$ cat config.mk
export PLATFORM = sky130hd
export DESIGN_NAME = se_lookup_arbiter_flat
export DESIGN_NICKNAME = d
export VERILOG_FILES = /design/src/rtl/se_arb_pkg.sv /design/src/rtl/se_lookup_arbiter_if.sv /design/src/rtl/se_arb_req_queue.sv /design/src/rtl/se_lookup_arbiter.sv /design/src/flat_wrapper.sv
export SDC_FILE = /design/constraint.sdc
export NUM_CORES = 1
export LEC_CHECK = 0
export BUFFER_PORTS_ARGS = -buffer_cell sky130_fd_sc_hd__clkbuf_2
export CORE_ASPECT_RATIO = 0.8
export CORE_UTILIZATION = 35
export CTS_BUF_LIST = sky130_fd_sc_hd__clkbuf_8
export CTS_CLUSTER_SIZE = 8
export DETAILED_ROUTE_END_ITERATION = 8
export GPL_TIMING_DRIVEN = 0
export PLACE_DENSITY = 0.51
export SLEW_MARGIN = 40
export SYNTH_ARGS = -nofsm -noshare
export SYNTH_HDL_FRONTEND = slang
export SYNTH_HIERARCHICAL = 1
export SYNTH_SLANG_ARGS = --single-unit
$ cat constraint.sdc
create_clock -name clk -period 14.1 [get_ports clk]
set_input_delay 2.82 -clock clk [delete_from_list [all_inputs] [get_ports clk]]
set_output_delay 2.82 -clock clk [all_outputs]
set_load 0.02 [all_outputs]
$ cat src/rtl/se_arb_pkg.sv
// Shared types for the search-engine lookup arbiter: field widths, the queued
// request entry and the one-hot arbiter FSM encoding.
package se_arb_pkg;

    localparam int MAC_W  = 48;
    localparam int HASH_W = 10;
    localparam int PMAP_W = 16;
    localparam int RES_W  = 16;

    typedef struct packed {
        logic [MAC_W-1:0]  mac;
        logic [HASH_W-1:0] hash;
        logic              source;
        logic [PMAP_W-1:0] portmap;
    } req_entry_t;

    typedef enum logic [2:0] {
        ST_IDLE  = 3'b001,
        ST_ISSUE = 3'b010,
        ST_WAIT  = 3'b100
    } arb_state_e;

endpackage

$ cat src/rtl/se_lookup_arbiter_if.sv
// Bundle of the frame-processor request/response bus and the search-engine bus.
// master = arbiter side, slave = frame processors plus engine (environment side).
interface se_lookup_arbiter_if #(
    parameter int NREQ = 4
) ();
    import se_arb_pkg::*;

    logic [NREQ-1:0]        req_valid;
    logic [NREQ*MAC_W-1:0]  req_mac;
    logic [NREQ*HASH_W-1:0] req_hash;
    logic [NREQ-1:0]        req_source;
    logic [NREQ*PMAP_W-1:0] req_portmap;
    logic [NREQ-1:0]        rsp_ack;
    logic [NREQ-1:0]        rsp_nak;
    logic [RES_W-1:0]       rsp_result;
    logic                   se_req;
    logic [MAC_W-1:0]       se_mac;
    logic [HASH_W-1:0]      se_hash;
    logic                   se_source;
    logic [PMAP_W-1:0]      source_portmap;
    logic                   se_ack;
    logic                   se_nak;
    logic [RES_W-1:0]       se_result;
    logic [NREQ-1:0]        q_ovf;
    logic                   se_timeout;

    modport master (
        input  req_valid, req_mac, req_hash, req_source, req_portmap,
        input  se_ack, se_nak, se_result,
        output rsp_ack, rsp_nak, rsp_result,
        output se_req, se_mac, se_hash, se_source, source_portmap,
        output q_ovf, se_timeout
    );

    modport slave (
        output req_valid, req_mac, req_hash, req_source, req_portmap,
        output se_ack, se_nak, se_result,
        input  rsp_ack, rsp_nak, rsp_result,
        input  se_req, se_mac, se_hash, se_source, source_portmap,
        input  q_ovf, se_timeout
    );
endinterface

$ cat src/rtl/se_arb_req_queue.sv
// Per-port request FIFO. The head is read combinationally so the arbiter can
// grant and capture an entry in the same cycle it becomes eligible.
module se_arb_req_queue
    import se_arb_pkg::*;
#(
    parameter int QDEPTH = 2
) (
    input  logic       clk,
    input  logic       rst,
    input  logic       push,
    input  logic       pop,
    input  req_entry_t push_entry,
    output req_entry_t head,
    output logic       full,
    output logic       empty
);
    localparam int AW = $clog2(QDEPTH);

    req_entry_t    mem [QDEPTH];
    logic [AW-1:0] wr_ptr_reg;
    logic [AW-1:0] rd_ptr_reg;
    logic [AW:0]   count_reg;
    logic          push_ok;
    logic          pop_ok;

    assign full    = (count_reg == (AW+1)'(QDEPTH));
    assign empty   = (count_reg == '0);
    assign pop_ok  = pop && !empty;
    // A full queue still accepts a push when its head leaves in the same cycle.
    assign push_ok = push && (!full || pop_ok);
    assign head    = mem[rd_ptr_reg];

    always_ff @(posedge clk) begin
        if (push_ok) begin
            mem[wr_ptr_reg] <= push_entry;
        end
    end

    always_ff @(posedge clk) begin
        if (rst) begin
            wr_ptr_reg <= '0;
            rd_ptr_reg <= '0;
            count_reg  <= '0;
        end else begin
            if (push_ok) begin
                wr_ptr_reg <= wr_ptr_reg + 1'b1;
            end
            if (pop_ok) begin
                rd_ptr_reg <= rd_ptr_reg + 1'b1;
            end
            if (push_ok && !pop_ok) begin
                count_reg <= count_reg + 1'b1;
            end else if (!push_ok && pop_ok) begin
                count_reg <= count_reg - 1'b1;
            end
        end
    end
endmodule

$ cat src/rtl/se_lookup_arbiter.sv
// Round-robin arbiter sharing one MAC search engine between NREQ frame processors.
// Optional engine watchdog enabled by defining SE_ARB_TIMEOUT_EN.
module se_lookup_arbiter
    import se_arb_pkg::*;
#(
    parameter int NREQ    = 4,
    parameter int QDEPTH  = 2,
    parameter int TIMEOUT = 64
) (
    input  logic                clk,
    input  logic                rst,
    se_lookup_arbiter_if.master bus
);
    localparam int PW = $clog2(NREQ);
    localparam logic [PW-1:0] LAST_PORT = PW'(NREQ - 1);

    if (NREQ < 2 || NREQ > 8) begin : g_bad_nreq
        $error("se_lookup_arbiter: NREQ must be 2..8");
    end
    if (QDEPTH < 2 || (QDEPTH & (QDEPTH - 1)) != 0) begin : g_bad_qdepth
        $error("se_lookup_arbiter: QDEPTH must be a power of 2, >= 2");
    end
    if (TIMEOUT < 2) begin : g_bad_timeout
        $error("se_lookup_arbiter: TIMEOUT must be >= 2");
    end

    arb_state_e       state_reg, state_next;
    logic [PW-1:0]    rr_ptr_reg;
    logic [PW-1:0]    grant_reg;
    logic [PW-1:0]    grant_idx;
    logic             grant_found;
    logic             grant_fire;
    logic             rsp_busy;
    logic             eng_done;
    logic             wd_expire;
    req_entry_t       issue_reg;
    req_entry_t       push_entry [NREQ];
    req_entry_t       head       [NREQ];
    logic [NREQ-1:0]  q_full, q_empty, pop, ovf_set;
    logic [NREQ-1:0]  rsp_ack_reg, rsp_nak_reg, rsp_ack_next, rsp_nak_next;
    logic [NREQ-1:0]  q_ovf_reg;
    logic [RES_W-1:0] rsp_result_reg;

    for (genvar gi = 0; gi < NREQ; gi++) begin : g_port
        assign push_entry[gi] = '{
            mac:     bus.req_mac[gi*MAC_W +: MAC_W],
            hash:    bus.req_hash[gi*HASH_W +: HASH_W],
            source:  bus.req_source[gi],
            portmap: bus.req_portmap[gi*PMAP_W +: PMAP_W]
        };
        assign pop[gi]     = grant_fire && (grant_idx == PW'(gi));
        assign ovf_set[gi] = bus.req_valid[gi] && q_full[gi] && !pop[gi];

        se_arb_req_queue #(.QDEPTH(QDEPTH)) u_queue (
            .clk        (clk),
            .rst        (rst),
            .push       (bus.req_valid[gi]),
            .pop        (pop[gi]),
            .push_entry (push_entry[gi]),
            .head       (head[gi]),
            .full       (q_full[gi]),
            .empty      (q_empty[gi])
        );
    end

    // First non-empty queue at or after the round-robin pointer.
    always_comb begin
        int cand;
        grant_found = 1'b0;
        grant_idx   = '0;
        cand        = 0;
        for (int k = 0; k < NREQ; k++) begin
            cand = int'(rr_ptr_reg) + k;
            if (cand >= NREQ) begin
                cand = cand - NREQ;
            end
            if (!grant_found && !q_empty[cand]) begin
                grant_found = 1'b1;
                grant_idx   = PW'(cand);
            end
        end
    end

    assign eng_done = bus.se_ack || bus.se_nak;
    // Hold off a new grant while the response pulse is out so issue spacing is a+3.
    assign rsp_busy = |(rsp_ack_reg | rsp_nak_reg);

    always_comb begin
        state_next   = state_reg;
        grant_fire   = 1'b0;
        rsp_ack_next = '0;
        rsp_nak_next = '0;
        case (state_reg)
            ST_IDLE: begin
                if (grant_found && !rsp_busy) begin
                    grant_fire = 1'b1;
                    state_next = ST_ISSUE;
                end
            end
            ST_ISSUE: state_next = ST_WAIT;
            ST_WAIT: begin
                if (eng_done) begin
                    state_next = ST_IDLE;
                    if (bus.se_ack && !bus.se_nak) begin
                        rsp_ack_next[grant_reg] = 1'b1;
                    end else begin
                        rsp_nak_next[grant_reg] = 1'b1;
                    end
                end else if (wd_expire) begin
                    state_next              = ST_IDLE;
                    rsp_nak_next[grant_reg] = 1'b1;
                end
            end
            default: state_next = ST_IDLE;
        endcase
    end

    always_ff @(posedge clk) begin
        if (rst) begin
            state_reg      <= ST_IDLE;
            rr_ptr_reg     <= '0;
            grant_reg      <= '0;
            issue_reg      <= '0;
            rsp_ack_reg    <= '0;
            rsp_nak_reg    <= '0;
            rsp_result_reg <= '0;
            q_ovf_reg      <= '0;
        end else begin
            state_reg   <= state_next;
            rsp_ack_reg <= rsp_ack_next;
            rsp_nak_reg <= rsp_nak_next;
            q_ovf_reg   <= q_ovf_reg | ovf_set;
            if (grant_fire) begin
                issue_reg <= head[grant_idx];
                grant_reg <= grant_idx;
            end
            if (state_reg == ST_WAIT && (eng_done || wd_expire)) begin
                rsp_result_reg <= eng_done ? bus.se_result : '0;
                rr_ptr_reg     <= (grant_reg == LAST_PORT) ? '0 : grant_reg + 1'b1;
            end
        end
    end

`ifdef SE_ARB_TIMEOUT_EN
    localparam int CW = $clog2(TIMEOUT + 1);

    logic [CW-1:0] wd_cnt_reg;
    logic          se_timeout_reg;

    // Counter equals the number of WAIT cycles seen so far, including this one.
    assign wd_expire = (state_reg == ST_WAIT) && (wd_cnt_reg == CW'(TIMEOUT - 1));

    always_ff @(posedge clk) begin
        if (rst) begin
            wd_cnt_reg     <= '0;
            se_timeout_reg <= 1'b0;
        end else begin
            if (state_reg == ST_ISSUE) begin
                wd_cnt_reg <= CW'(1);
            end else if (state_reg == ST_WAIT) begin
                wd_cnt_reg <= wd_cnt_reg + 1'b1;
            end
            if (wd_expire && !eng_done) begin
                se_timeout_reg <= 1'b1;
            end
        end
    end

    assign bus.se_timeout = se_timeout_reg;
`else
    assign wd_expire      = 1'b0;
    assign bus.se_timeout = 1'b0;
`endif

    assign bus.rsp_ack        = rsp_ack_reg;
    assign bus.rsp_nak        = rsp_nak_reg;
    assign bus.rsp_result     = rsp_result_reg;
    assign bus.se_req         = (state_reg == ST_ISSUE);
    assign bus.se_mac         = issue_reg.mac;
    assign bus.se_hash        = issue_reg.hash;
    assign bus.se_source      = issue_reg.source;
    assign bus.source_portmap = issue_reg.portmap;
    assign bus.q_ovf          = q_ovf_reg;
endmodule

$ cat src/flat_wrapper.sv
// flat-port wrapper written by rule: the top's interface ports become plain ports
module se_lookup_arbiter_flat import se_arb_pkg::*;
#(
    parameter int NREQ    = 4,
    parameter int QDEPTH  = 2,
    parameter int TIMEOUT = 64
)
  (clk, rst, bus_req_valid, bus_req_mac, bus_req_hash, bus_req_source, bus_req_portmap, bus_se_ack, bus_se_nak, bus_se_result, bus_rsp_ack, bus_rsp_nak, bus_rsp_result, bus_se_req, bus_se_mac, bus_se_hash, bus_se_source, bus_source_portmap, bus_q_ovf, bus_se_timeout);
  se_lookup_arbiter_if #(.NREQ(NREQ)) bus_i ();
  input  logic clk;
  input  logic rst;
  input wire logic [$bits(bus_i.req_valid)-1:0] bus_req_valid;
  input wire logic [$bits(bus_i.req_mac)-1:0] bus_req_mac;
  input wire logic [$bits(bus_i.req_hash)-1:0] bus_req_hash;
  input wire logic [$bits(bus_i.req_source)-1:0] bus_req_source;
  input wire logic [$bits(bus_i.req_portmap)-1:0] bus_req_portmap;
  input wire logic [$bits(bus_i.se_ack)-1:0] bus_se_ack;
  input wire logic [$bits(bus_i.se_nak)-1:0] bus_se_nak;
  input wire logic [$bits(bus_i.se_result)-1:0] bus_se_result;
  output wire logic [$bits(bus_i.rsp_ack)-1:0] bus_rsp_ack;
  output wire logic [$bits(bus_i.rsp_nak)-1:0] bus_rsp_nak;
  output wire logic [$bits(bus_i.rsp_result)-1:0] bus_rsp_result;
  output wire logic [$bits(bus_i.se_req)-1:0] bus_se_req;
  output wire logic [$bits(bus_i.se_mac)-1:0] bus_se_mac;
  output wire logic [$bits(bus_i.se_hash)-1:0] bus_se_hash;
  output wire logic [$bits(bus_i.se_source)-1:0] bus_se_source;
  output wire logic [$bits(bus_i.source_portmap)-1:0] bus_source_portmap;
  output wire logic [$bits(bus_i.q_ovf)-1:0] bus_q_ovf;
  output wire logic [$bits(bus_i.se_timeout)-1:0] bus_se_timeout;
  assign bus_i.req_valid = bus_req_valid;
  assign bus_i.req_mac = bus_req_mac;
  assign bus_i.req_hash = bus_req_hash;
  assign bus_i.req_source = bus_req_source;
  assign bus_i.req_portmap = bus_req_portmap;
  assign bus_i.se_ack = bus_se_ack;
  assign bus_i.se_nak = bus_se_nak;
  assign bus_i.se_result = bus_se_result;
  assign bus_rsp_ack = bus_i.rsp_ack;
  assign bus_rsp_nak = bus_i.rsp_nak;
  assign bus_rsp_result = bus_i.rsp_result;
  assign bus_se_req = bus_i.se_req;
  assign bus_se_mac = bus_i.se_mac;
  assign bus_se_hash = bus_i.se_hash;
  assign bus_se_source = bus_i.se_source;
  assign bus_source_portmap = bus_i.source_portmap;
  assign bus_q_ovf = bus_i.q_ovf;
  assign bus_se_timeout = bus_i.se_timeout;
  se_lookup_arbiter #(.NREQ(NREQ), .QDEPTH(QDEPTH), .TIMEOUT(TIMEOUT)) u_core (.clk(clk), .rst(rst), .bus(bus_i));
endmodule
==> run_results.csv, run 1 <==
group,metric,value,unit
outcome,outcome,"finished, final reports clean",
place,hpwl,56300,um
place,placed_cell_area,32800,um2
setup_path,crit_path_cell_trace,"nor3b_1 -> clkbuf_2",
cts,cts_hold_buf,0,
floorplan,fp.dieArea,82900,um2
synth,ys_seq_area_share,72.0,%
synth,synth_top_area_cell,"edfxtp_1",
drt,num_vias,16300,
cts,cts_resized,0,
power,p_int,4720,uW
global_routing,grt_pass1_vias,17500,
setup_path,cp_data_required_time,11.28,ns
cts,htree_levels,3,
cts,clkSinkCount,730,
sta,fin_crit_sh,32.1,%
global_routing,track_usage,19.0,%
power,leakagePower,0.0136,uW
drt,avgRoutedWirePerCell,23.4,um
global_routing,antenna_found_initial,33,
power,powerDensity,205,nW/um2
cts,cts_tree,"yes",
cts,cts_buffers,118,
synth,synthXorXnorAreaFrac,0.398,%
global_routing,grt_max_degree,31,
finish,n_fill_cell,7314,
flow_run,drv_cap,0,
setup_path,critPathCaptureType,"primary output",
setup_path,crit_slowest_cell,"dfxtp_1",
synth,synthSimpleGateAreaFrac,3.35,%
sta,layout_setup_ws,9.57,ns
cts,cts_buffer_depth,3,
synth,async_flop_share,0,%
power,p_sw_share,34.4,%
power,max-vdd-ir-drop,0.0000964,V
synth,yosysTopAreaCellShare,62.9,%
finish,area_growth,22.8,%
sta,hold_viol,0,
power,p_comb_share,35.5,%
place,port_buffers,427,
drt,ant_nets,0,
cts,cts-root-buf,"clkbuf_8",
floorplan,initial_core_util,35.4,%
sta,fin_skew,0.0318,ns
floorplan,io_pins,429,
sta,final_max_slew_viol_count,0,
synth,netlist_area,28600,um2
synth,synth_edf_count,600,
floorplan,rows,93,
drt,drt_iter0_markers,811,
finish,layout.nets,2530,
setup_path,critPathArrivalTime,1.71,ns
sta,finalCriticalPeriod,4.53,ns
setup_path,slowest_delay,0.45,ns
global_routing,grt_pass1_wl,114000,um
synth,ys_ff_latch,730,
synth,ys_warn_count,6,
global_routing,grt_overflow,0,
drt,vias_per_cell,4.79,
setup_path,startpoint_type,"flip-flop",
floorplan,die_h,258,um
floorplan,die_x,322,um
setup_path,critPathKind,"flip-flop to primary output",
setup_path,regToRegSetupSlack,10.67,ns
cts,insertion_delay,0.76,ns
cts,clkTransAtPathRegs,0.06,ns
synth,synth_cell_types,55,
place,pre_cts_ws,9.17,ns
sta,setup_tns,0,ns
worst_hold_path,hp-class,"flip-flop to flip-flop",
power,seq_power_share,40.1,%
floorplan,coreArea,80800,um2
sta,hold-worst-slack,0.447,ns
synth,synth_compound_area_share,4.44,%
finish,final_layout_size_suffix_gt1_share,37.3,%
cts,cts_setup_buffers,0,
synth,synthTopCellsByArea,"edfxtp_1 63%, dfxtp_1 9.1%, mux2_1 8.0%, mux2i_1 5.3%, mux2_2 3.9%",
synth,synth_top_family_by_area,"multiplexers",
synth,synthAdderAreaFrac,0.350,%
synth,synthMuxAreaShare,17.2,%
finish,top_register,"u_core/g_port.u_queue/mem",
sta,tightest_slew,0.805,ns
sta,relSlewSlack,46.3,%
drt,firstDrtPassIters,5,
setup_path,critPathMaxFanout,6,
drt,wl,79400,um
place,gp_congestion,0.744,
synth,synth.net_count,1952,
synth,syn_avg_cell_area,17.7,um2
drt,drc,0,
sta,rsz0062_at_grt,"false",
finish,design_area,35200,um2
sta,fmax,221,MHz
finish,largest_reg_flops,600,
synth,synth-main-ff-cell,"edfxtp_1",
sta,setup-violations-final,0,
power,clkPwrFrac,24.4,%
power,netSwitchingPower,2470,uW
synth,postSynthCellCount,1620,
logic make-up (layout without fill, tap and decap cells):
logic type      Yosys count  after routing
flops                   730            730
mux                     455            455
simple gates            194            194
compound gates          126            126
buf+inv                  93            772
xor+xnor                 13             13
fa+ha+maj                 8              8
other cells               1             11
Yosys cell counts (2+ instances only):
master	instances
nor3_1	4
nor2_1	25
dfxtp_1	130
or3_1	4
edfxtp_1	600
a211o_1	2
nand2b_1	3
o21ai_0	5
nand2_1	110
clkbuf_1	7
inv_1	12
nor4_4	2
nor2_4	2
buf_2	32
nor2b_1	10
a21oi_1	24
and2_1	13
nand2_2	2
nand4_1	2
o22ai_1	2
xor2_1	12
ha_1	8
mux2i_1	151
o21ai_1	4
o221ai_2	45
nor2b_2	4
mux2_2	100
buf_4	22
a21boi_2	4
mux2_1	204
buf_6	19
nand3b_1	2
o311ai_1	2
nor3b_1	2
a21oi_2	2
o221ai_1	29
layout by cell type, fill, tap and decap left out, drive strengths merged, types with 3 or more instances in the layout:
cell	n
a21boi	4
a21oi	26
and2	13
buf	105
bufinv	3
clkbuf	571
clkinv	15
clkinvlp	3
dfxtp	130
diode	10
edfxtp	600
ha	8
inv	75
mux2	304
mux2i	151
nand2	112
nand2b	3
nand4	3
nor2	27
nor2b	14
nor3	5
nor3b	3
o21ai	10
o221ai	74
or3	4
xor2	12
power by group through the flow:
stage / Combinational [uW] / Sequential, uW / Clock [uW]
2_1_floorplan: 1570 / 3010 / 0
3_3_place_gp: 2440 / 3000 / 0
3_5_place_dp: 2600 / 2930 / 0
4_1_cts: 2610 / 2890 / 1810
5_1_grt: 2740 / 2920 / 1900
6_report: 2550 / 2880 / 1750
critical path, delay by kind of cell, from the launching register on:
| family | cells | cell delay (ns) |
|---|---|---|
| buffers and inverters | 1 | 0.22 |
| DFF | 1 | 0.45 |
| and+or+nand+nor | 1 | 0.28 |
per-stage QoR:
stage	utilization, %	std cells	power [uW]
detailed placement	40.7	3170	5530
global placement	39.8	3139	5440
global route	43.5	3395	7550
floorplan	-	1620	4570
CTS	43.5	3391	7320
finish	43.5	3401	7190
cell type report:
| cell class | instances | area, um2 | share of cell area, % |
|---|---|---|---|
| Inverter | 12 | 45.0 | 0.128 |
| Multi-Input combinational cell | 797 | 7420 | 21.1 |
| Buffer | 81 | 582 | 1.65 |
| Clock inverter | 84 | 417 | 1.18 |
| Sequential cell | 730 | 20600 | 58.6 |
| Clock buffer | 137 | 1890 | 5.36 |
| Antenna cell | 10 | 25.0 | 0.0712 |
| Tap cell | 1092 | 1370 | 3.89 |
| Timing Repair Buffer | 458 | 2800 | 7.97 |
worst paths after layout:
kind                                                            from                                            end  depth (start not counted)
hold reg to reg                       u_core/bus.q_ovf[3]$_SDFF_PP0_                 u_core/bus.q_ovf[3]$_SDFF_PP0_                          2
hold / removal                        u_core/bus.q_ovf[3]$_SDFF_PP0_                 u_core/bus.q_ovf[3]$_SDFF_PP0_                          2
setup reg to reg  u_core/g_port[0].u_queue/count_reg[0]$_SDFFE_PP0P_  u_core/g_port[2].u_queue/mem[0][47]$_DFFE_PP_                         11
setup / recovery                    u_core/state_reg[1]$_SDFFE_PP0P_                                     bus_se_req                          2
metal layers:
metal / track usage (%) / vias up / wire length (um)
met4: 5.36 / 40 / 1720
li1: - / 7473 / -
met2: 31.0 / 441 / 37800
met1: 24.2 / 8192 / 34300
met3: 6.17 / 157 / 5320
met5: 0 / - / 264
(Power assumes the default switching activity.)
==> run 2, diff against run 1 <==
clock period = 4.7 ns   (was 14.1 ns; I/O delays follow)
==> run_results.csv, run 2 (same netlist as run 1, synthesis figures left out) <==
group,metric,value,unit
outcome,outcome,"finished, final reports clean",
drt,firstDrtPassIters,4,
finish,utilization,43.5,%
setup_path,r2r.worst_path.cells,12,
setup_path,crit_slowest_cell,"dfxtp_1",
cts,cts-root-buf,"clkbuf_8",
global_routing,grt_pass1_vias,17400,
place,pre_cts_ws,1.13,ns
drt,num_vias,16200,
power,powerDensity,616,nW/um2
worst_hold_path,holdPathEnd,"u_core/g_port[0].u_queue/mem[1][16]$_DFFE_PP_",
cts,insertion_delay,0.74,ns
setup_path,cpMostUsedCell,"buf_8",
floorplan,die_x,322,um
cts,cts_resized,0,
setup_path,regToRegSetupSlack,1.14,ns
global_routing,track_usage,19.0,%
place,hpwl,56700,um
global_routing,antenna_found_initial,22,
floorplan,coreArea,80800,um2
sta,hold-worst-slack,0.385,ns
setup_path,r2r_start,"u_core/g_port[2].u_queue/count_reg[0]$_SDFFE_PP0P_",
finish,top_register,"u_core/g_port.u_queue/mem",
setup_path,critPathArrivalTime,3.98,ns
drt,drt_iter0_markers,853,
setup_path,startpoint_type,"flip-flop",
sta,fmax,281,MHz
finish,mostFrequentLayoutCells,"600 x edfxtp_1, 427 x clkbuf_2, 204 x mux2_1, 151 x mux2i_1, 135 x clkbuf_8",
finish,layout.nets,2531,
sta,relSlewSlack,46.6,%
cts,htree_levels,3,
finish,final_layout_size_suffix_gt1_share,37.2,%
drt,drc,0,
global_routing,grt_max_degree,31,
worst_hold_path,hp-start,"bus_req_source[0]",
sta,setup-violations-final,0,
flow_run,drv_cap,0,
cts,clkTransAtPathRegs,0.06,ns
setup_path,critPathCaptureType,"flip-flop",
sta,rsz0062_at_grt,"false",
place,gp_congestion,0.752,
drt,ant_nets,0,
cts,cts_setup_buffers,0,
setup_path,slowest_delay,0.44,ns
setup_path,worst-path-buf-inv,5,
finish,n_fill_cell,7398,
cts,cts_buffer_depth,3,
cts,cts_hold_buf,0,
global_routing,grt_overflow,0,
setup_path,critPathKind,"flip-flop to flip-flop",
sta,fin_skew,0.0301,ns
setup_path,cp_top_family,"simple AND/OR/NAND/NOR gates",
worst_hold_path,hp-class,"input port to flip-flop",
power,leakagePower,0.0136,uW
sta,tightest_slew,0.800,ns
finish,area_growth,22.8,%
floorplan,initial_core_util,35.4,%
worst_hold_path,min_path_cells,1,
finish,fin_cells,3406,
drt,wl,79300,um
floorplan,rows,93,
place,dp.cells,3170,
cts,clkSinkCount,730,
floorplan,io_pins,429,
power,max-vdd-ir-drop,0.000323,V
sta,hold_viol,0,
place,port_buffers,427,
sta,layout_setup_ws,1.14,ns
cts,cts_tree,"yes",
setup_path,critPathMaxFanout,16,
setup_path,rr_endpoint,"u_core/g_port[0].u_queue/mem[0][31]$_DFFE_PP_",
floorplan,fp.dieArea,82900,um2
setup_path,crit_path_cell_trace,"nor2_1 -> and2_1 -> a211o_1 -> and3_1 -> nor3_1 -> inv_1 -> a21boi_2 -> nor2b_4 -> buf_16 -> buf_8 -> buf_8 -> buf_8",
setup_path,cp_data_required_time,5.12,ns
finish,mostFrequentLayoutCell,"edfxtp_1",
finish,largest_reg_flops,600,
global_routing,grt_pass1_wl,114000,um
drt,avgRoutedWirePerCell,23.3,um
cts,cts_buffers,119,
sta,final_max_slew_viol_count,0,
sta,finalCriticalPeriod,3.56,ns
sta,fin_crit_sh,75.7,%
drt,vias_per_cell,4.77,
floorplan,die_h,258,um
[run 2: final cells by class]
type,instances,area (um2),share of cell area [%]
Timing Repair Buffer,458,2760,7.85
Tap cell,1092,1370,3.89
Buffer,81,581,1.65
Multi-Input combinational cell,797,7420,21.1
Sequential cell,730,20600,58.6
Clock inverter,91,487,1.38
Antenna cell,10,25.0,0.0712
Inverter,12,45.0,0.128
Clock buffer,135,1860,5.28
[run 2: report_power, final]
part / internal [uW] / total [uW] / switching, uW / leakage, uW
Clock: 2840 / 5360 / 2530 / 0.00140
Combinational: 3020 / 7650 / 4630 / 0.00554
Sequential: 8310 / 8650 / 339 / 0.00667
Total: 14200 / 21700 / 7490 / 0.0136
[run 2: worst max-delay path by stage]
stage / from / to / slack (ns) / cells past startpoint
global placement: u_core/g_port[2].u_queue/count_reg[0]$_SDFFE_PP0P_ / u_core/g_port[0].u_queue/mem[0][30]$_DFFE_PP_ / -1.94 / 8
global route: u_core/g_port[2].u_queue/count_reg[0]$_SDFFE_PP0P_ / u_core/g_port[0].u_queue/mem[0][31]$_DFFE_PP_ / 0.89 / 12
CTS: u_core/g_port[2].u_queue/count_reg[0]$_SDFFE_PP0P_ / u_core/g_port[0].u_queue/mem[0][30]$_DFFE_PP_ / 1.11 / 12
floorplan: u_core/g_port[2].u_queue/count_reg[0]$_SDFFE_PP0P_ / u_core/g_port[0].u_queue/mem[0][0]$_DFFE_PP_ / 0.67 / 8
detailed placement: u_core/g_port[2].u_queue/count_reg[0]$_SDFFE_PP0P_ / u_core/g_port[0].u_queue/mem[0][31]$_DFFE_PP_ / 1.13 / 12
finish: u_core/g_port[2].u_queue/count_reg[0]$_SDFFE_PP0P_ / u_core/g_port[0].u_queue/mem[0][31]$_DFFE_PP_ / 1.14 / 12
[run 2: stage by stage]
| stage | area [um2] | total power (uW) | TNS, ns |
|---|---|---|---|
| floorplan | 28600 | 13700 | 0 |
| global placement | 32100 | 16200 | -918.62 |
| detailed placement | 32800 | 16600 | 0 |
| CTS | 35100 | 22000 | 0 |
| global route | 35200 | 22800 | 0 |
| finish | 35200 | 21700 | 0 |
[run 2: layer usage]
layer	up-vias	wire length [um]	global-route usage (%)
met5	-	145	0
met4	22	1660	5.53
met3	144	4720	5.03
met2	408	37200	30.7
met1	8189	35600	25.1
li1	7486	-	-
[run 2: worst reg2reg max path, delay by kind of cell, from the launching register on]
family / cells / cell delay, ns
DFF: 1 / 0.44
AOI/OAI and AO/OA: 2 / 0.59
buffers and inverters: 5 / 0.92
and+or+nand+nor: 5 / 1.29
